<file path="src/rtl/trigger_scaler_accum.sv">
// trigger_scaler_accum: gated per-channel scaler pulse counters that snapshot once per period,
// with a registered, addressed read port into the snapshot bank.
module trigger_scaler_accum #(
  parameter int NSCAL  = 46,
  parameter int CNT_W  = 16,
  parameter int PERIOD = 100000000,
  parameter int SEL_W  = 6
) (
  input  logic             clk_i,
  input  logic             rst_i,
  input  logic [NSCAL-1:0] scaler_i,
  input  logic             hold_i,
  input  logic [SEL_W-1:0] sel_i,
  output logic [CNT_W-1:0] dat_o,
  output logic             update_o,
  output logic             skipped_o
);
  localparam int GW = (PERIOD > 1) ? $clog2(PERIOD) : 1;
  logic [GW-1:0]    r_gate;
  logic [NSCAL-1:0] r_prev;
  logic [NSCAL-1:0] w_edge;
  logic [CNT_W-1:0] r_acc  [NSCAL];
  logic [CNT_W-1:0] r_snap [NSCAL];
  logic [CNT_W-1:0] w_next [NSCAL];
  logic             w_term;
  assign w_edge = scaler_i & ~r_prev;
  assign w_term = r_gate == GW'(PERIOD - 1);
  // saturating increment; an edge on the term cycle still belongs to the closing period
  always_comb
    for (int k = 0; k < NSCAL; k++)
      w_next[k] = (w_edge[k] && r_acc[k] != '1) ? r_acc[k] + 1'b1 : r_acc[k];
  always_ff @(posedge clk_i or posedge rst_i)
    if (rst_i) begin
      r_gate    <= '0;
      r_prev    <= '0;
      dat_o     <= '0;
      update_o  <= 1'b0;
      skipped_o <= 1'b0;
      for (int k = 0; k < NSCAL; k++) begin
        r_acc[k]  <= '0;
        r_snap[k] <= '0;
      end
    end else begin
      r_gate    <= w_term ? '0 : r_gate + 1'b1;
      r_prev    <= scaler_i;
      update_o  <= w_term & ~hold_i;
      skipped_o <= w_term ? hold_i : skipped_o;
      dat_o     <= (int'(sel_i) < NSCAL) ? r_snap[sel_i] : '0;
      for (int k = 0; k < NSCAL; k++) begin
        r_acc[k] <= w_term ? '0 : w_next[k];
        if (w_term && !hold_i) r_snap[k] <= w_next[k];
      end
    end
endmodule

</file>
<file path="config.mk">
export PLATFORM = sky130hd
export DESIGN_NAME = trigger_scaler_accum
export DESIGN_NICKNAME = d
export VERILOG_FILES = /design/src/rtl/trigger_scaler_accum.sv
export SDC_FILE = /design/constraint.sdc
export NUM_CORES = 2
export LEC_CHECK = 0
export CAP_MARGIN = 20
export CORE_ASPECT_RATIO = 0.7
export CORE_UTILIZATION = 40
export CTS_CLUSTER_DIAMETER = 80
export DETAILED_ROUTE_END_ITERATION = 12
export PLACE_DENSITY = 0.59
export SETUP_SLACK_MARGIN = 0.05
export SYNTH_ARGS = -nofsm -noshare
export SYNTH_HDL_FRONTEND = slang
export SYNTH_SLANG_ARGS = --single-unit
</file>
<file path="constraint.sdc">
create_clock -name clk_i -period 106.6 [get_ports clk_i]
set_input_delay 21.32 -clock clk_i [delete_from_list [all_inputs] [get_ports clk_i]]
set_output_delay 21.32 -clock clk_i [all_outputs]
set_load 0.01 [all_outputs]
</file>
==> After elaboration in Yosys (flattened, before gate mapping) <==
Cells that the tools add are included.
Widths: inputs -> output; s select.
{ "word_totals": {"ff_bits": 1563, "output_inout_bits": 18, "elab_cells": 343} }
{ "op_classes": {"n_mux": 97, "n_eq_ne": 47, "add_sub_neg": 47, "bitwise_logic": 5, "n_reduce_logical": 48, "order_cmp": 2} }
{ "op_table": {"columns": ["cell", "n"], "rows": [
  ["$mux 16", 95],
  ["$add 16x1->16 const B", 46],
  ["$ne 16x16->1 const B", 46],
  ["$bmux 16 s6", 1],
  ["$logic_and 1x1->1", 47],
  ["$and 46x46->46", 1],
  ["$not 46->46", 1],
  ["$add 27x1->27 const B", 1],
  ["$eq 27x27->1 const B", 1],
  ["$mux 27", 1],
  ["$ge 7x7->1 const B", 1],
  ["$not 6->7", 1],
  ["$lt 6x6->1 const B", 1],
  ["$and 1x1->1", 1],
  ["$logic_not 1->1", 1],
  ["$not 1->1", 1]
]} }

==> Longest topological paths before layout <==
{ "depth": {"depth_word": 5, "mapped_depth": 12, "ltp_nobuf": 7} }

==> Worst setup path after synthesis <==
OpenSTA, ideal clock, no wires.
{ "synth_path": {"path_kind": "in2reg", "from": "in sel_i[0]", "to": "reg dat_o[1]", "slack_ns": 83.224, "path_stages": 8, "arrival_ns": 23.241, "n_path_buf": 3, "path_cell_list": "clkbuf_1 buf_2 buf_1 mux4_2 mux2i_1 nor2_1 a221oi_1 o32ai_1"} }
{ "synth_between": {"elab_chain_cells": 5, "word_cells_on_any_way": 6, "cone_classes": "1 x order compare; 4 x mux; 1 x bitwise"} }
{ "synth_rtl": {"columns": ["element", "line_no", "source"], "rows": [
  ["start, declared", "13", "input logic [SEL_W-1:0] sel_i,"],
  ["$not 6->7 (implied by the code)", "48", "dat_o <= (int'(sel_i) < NSCAL) ? r_snap[sel_i] : '0;"],
  ["$bmux 16 s6", "48", null],
  ["$mux 16 (implied by the code) (2 in series)", "48", null],
  ["$mux 16 (*)", "48", null],
  ["end signal, assigned", "48", null],
  ["end, declared", "14", "output logic [CNT_W-1:0] dat_o,"]
]} }
Mark *: on every way between the ends. The rest lies on a longest branch, timed or not. The select of a mux whose other input is x is not followed.
A chain may end at the register's enable or synchronous reset.

==> Worst setup path in the final report <==
{ "layout_path": {"from": "in hold_i", "to": "reg r_snap[558] in the netlist's numbering"} }
{ "layout_between": {"elab_chain_cells": 2} }
{ "layout_rtl": {"columns": ["element", "line_no", "source"], "rows": [
  ["start, declared", "12", "input logic hold_i,"],
  ["$logic_not 1->1", "51", "if (w_term && !hold_i) r_snap[k] <= w_next[k];"],
  ["$logic_and 1x1->1", "51", null],
  ["end signal, assigned by index", "51", null],
  ["end, declared", "23", "logic [CNT_W-1:0] r_snap [NSCAL];"]
]} }
No other way between the ends.

==> results.md <==
Worst hold path:
- The hold-critical path depth is 2.
- The sink of the worst hold path is r_snap[339].
- The min-delay analysis places its worst path in the category flop to flop.
- The source of the worst hold timing path is r_snap[339].

Floorplan:
- The placement row count is roughly 130.
- The core region is 178000 µm².
- The area of the die is ~180000 µm².
- The floorplan die height is 357 µm.
- between 70 and 80 I/O pins were placed.
- In this run the horizontal extent of the chip is 510 µm.
- The initial core utilization is between 40% and 50%.

Finish:
- The library cells used most frequently in the layout, excluding fill and tap cells, are 1563 x dfrtp_1, 1050 x nand2_1, 984 x nor2_1, 724 x o21ai_1, 353 x xor2_1.
- The number of nets in the layout is a little over 7000.
- The fraction of layout instances using a drive strength above 1 is under 10%.
- Relative to the synthesized area, the layout overhead comes to 10.9%.
- The most common library cell in the layout ignoring fill and taps is dfrtp_1.
- After routing the design area is around 80000 µm².

Power and ir drop:
- The power density over cell area is 18.4 nW/µm².
- The worst-case IR drop observed on VDD is between 0.015 and 0.02 mV.
- The post-layout total power is around 1.5 mW.
- In this run the static leakage power is around 35 nW.

Synthesis:
- Among all flip-flop cells after synthesis, the most frequent one is dfrtp_1.
- Sequential cells were found to cover 54.2% of the synthesized design area.
- The instance count of the mapped netlist is a little over 7000.
- Yosys mapped the design onto 74 distinct sky130hd cell types.
- Counting flops and latches in the post-synthesis netlist gives approximately 1600.
- The Yosys step of the flow raised 0 warnings.
- Synthesis produced a netlist with a net count of 7148.
- After synthesis the cells add up to around 72000 µm².
- After synthesis, the mean cell area works out to about 10 µm².
- The share of async-settable or async-resettable flops after synthesis is 100%.
- Counting flops with a built-in enable in the synthesized netlist gives 0.

Placement:
- The detailed placer's ending HPWL is 130 mm.
- Before CTS, the worst setup slack after placement is just under 80 ns.
- The weighted congestion reported at the end of routability-driven placement is approximately 0.86.
- The post-detailed-placement cell area is roughly 74000 µm².
- The number of port buffers is 72.

Critical path:
- The cell with the biggest individual delay on the critical path is buf_4.
- The critical path class is input port to flop.
- The arrival time at the worst endpoint is between 20 and 30 ns.
- The family with the most delay on the worst path is buffers and inverters.
- The internal reg-to-reg setup slack is between 100 and 150 ns.
- The largest driver fanout on the critical path is roughly 110.
- The signal on the critical path passes through clkdlybuf4s50_1 -> or2_4 -> buf_4 -> buf_4 -> buf_4 -> buf_4 -> buf_4 -> o21ai_1.
- Counting both buffers and inverters, the worst setup path holds a total of 6.
- The cell occurring most often along the worst timing path is buf_4.
- The worst setup path is launched from an input port.
- For the worst setup path, the data required time is 107.24 ns.
- The type of element capturing the critical path is a flop.
- The worst register-to-register path begins at r_gate[0].
- The terminus of the critical flop-to-flop path is r_snap[558].
- In this design, the stage delay of the slowest critical-path cell is slightly below 0.9 ns.
- The length in cells of the worst reg-to-reg path is 11.

Job:
- The number of maximum-capacitance constraint violations is 0.

Timing:
- Derived from the worst setup path, the maximum achievable clock frequency is 0.0380 GHz.
- The number of pins exceeding their max-slew limit in the final report was 0.
- Setup total negative slack on the finished layout was measured at 0 ns.
- Clock skew on the completed layout was measured at ~0.036 ns.
- The headroom to the max-slew limit is 20.5%.
- After layout, the worst path uses between 20 and 25% of the clock period.
- The measured slew at the worst slew-check pin is 1.19 ns.
- For the finished layout, the period the worst path requires is 26.31 ns.
- The worst hold slack after final layout is between 0.4 and 0.5 ns.
- The count of endpoints failing hold in the final timing report is 0.
- The worst setup margin is about 80 ns.
- The setup-violating endpoint count in the final report is 0.
- Setup repair after global routing left no endpoint under its margin.

Clock network:
- The number of buffers inserted by hold repair at cts is 0.
- The number of clock sinks seen by CTS is between 1500 and 2000.
- The clock network latency to the later pin of the worst-skew pair is around 0.80 ns.
- The post-CTS clock slew at the launch and capture registers of the worst setup and hold paths is 0.06 ns.
- The longest clock path from root to sink contains 3 buffers.
- TritonCTS created approximately 160 clock buffers.
- The post-CTS resize count is 0.
- The clock root buffer is clkbuf_16.
- The total number of H-tree levels is 4.
- The clock tree from TritonCTS is yes.
- The number of buffers inserted by post-CTS setup repair is 0.

Detailed routing:
- The number of DRC markers in iteration 0 is about 4600.
- The detailed router placed just over 50000 vias in this run.
- The routed length per instance is 19.7 µm.
- The sum of routed wire length over all layers is 187 mm.
- The number of detailed-route iterations in the first pass is 8.
- The DRC violation count after routing is 0.
- Dividing the detail-routed via count by the number of cells gives roughly 5.4.
- In this run the remaining antenna-violating nets after routing total 0.

Global route:
- Global routing finished with a remaining overflow of 0.
- The first global-routing pass estimated around 300 mm of wire.
- The number of global-route vias before repair is around 50000.
- Global routing used 20.9% of the available tracks across all layers.
- The largest net degree at the start of global routing is around 240.
- The initial antenna violation count is 8.

Status:
- The run finished with clean final reports.
## stage by stage
| step | utilization, % | std cells |
|---|---|---|
| 3_3_place_gp | 41.9 | 9201 |
| 6_report | 45.0 | 9499 |
| 2_1_floorplan | - | 7046 |
| 4_1_cts | 44.9 | 9489 |
| 3_5_place_dp | 41.9 | 9201 |
| 5_1_grt | 45.0 | 9498 |
## where the power goes
part	switching (mW)	leakage, nW	total, mW	internal (mW)
Sequential	0.0626	21.0	0.711	0.648
Combinational	0.112	11.0	0.181	0.0683
Clock	0.245	2.66	0.583	0.339
Total	0.420	34.7	1.48	1.06
## synthesized netlist by cell type, drive strengths merged, types with 44 or more instances
library cell	number	area share, %
and2	44	0.38
and3	106	0.92
and4	81	0.98
buf	131	1.6
clkbuf	210	1.1
dfrtp	1563	54
ha	47	0.82
inv	60	0.31
mux2i	157	2.2
mux4	146	4.6
nand2	1050	5.5
nand3	259	1.8
nand4	234	2.0
nor2	985	5.1
nor2b	48	0.42
nor3	88	0.62
o21ai	801	5.6
xnor2	265	3.2
xor2	353	4.3
## per-layer routing
| layer | track usage (%) | vias up | part of all wire [%] |
|---|---|---|---|
| li1 | - | 24300 | - |
| met1 | 32.9 | 25500 | 51 |
| met2 | 28.8 | 1097 | 41 |
| met3 | 4.64 | 212 | 6.4 |
| met4 | 4.74 | 4 | 2.1 |
| met5 | 0 | - | 0.014 |
## worst reg2reg max path, delay by kind of cell (launching register included)
family / cells / cell delay [ns]
adders and majority gates: 1 / 0.24
DFF: 1 / 0.41
buffers and inverters: 5 / 4.28
and+or+nand+nor: 4 / 1.29
AOI/OAI and AO/OA: 1 / 0.18
## area by class of cell
cell class,instances,area [µm²]
diodes,2,5.00
flip-flops and latches,1563,39100
clock buffers,228,4610
well taps,2358,2950
repair buffers,146,1430
clock inverters,60,805
inverters,60,233
fillers,16600,97900
multi-input cells,5082,30900
## logic make-up (layout without fill, tap and decap cells)
kind of cell	Yosys count	in the layout	share of synthesized area, %
buffers and inverters	401	494	3.02
multiplexers	321	321	7.02
AND/OR/NAND/NOR	3037	3037	19.1
AO/OA/AOI/OAI	1059	1059	8.27
adder cells (fa/ha/maj)	47	47	0.815
other	0	2	0
flip-flops	1563	1563	54.2
XOR/XNOR	618	618	7.51
## worst max-delay path by stage
stage | end | cells past startpoint | start | slack [ns]
6_report | r_snap[558] | 8 | hold_i | 80.29
5_1_grt | r_snap[602] | 9 | hold_i | 79.69
4_1_cts | r_snap[547] | 8 | hold_i | 80.32
3_5_place_dp | r_snap[547] | 8 | hold_i | 79.44
3_3_place_gp | r_snap[603] | 8 | hold_i | 79.58
2_1_floorplan | dat_o[0] | 1 | rst_i | 41.18
## state kept, by name, indices dropped and copies added, names as in the netlist
signal     cells
r_acc        736
dat_o         16
r_prev        46
r_snap       736
r_gate        27
skipped_o      1
update_o       1
(Power assumes the default switching activity.)
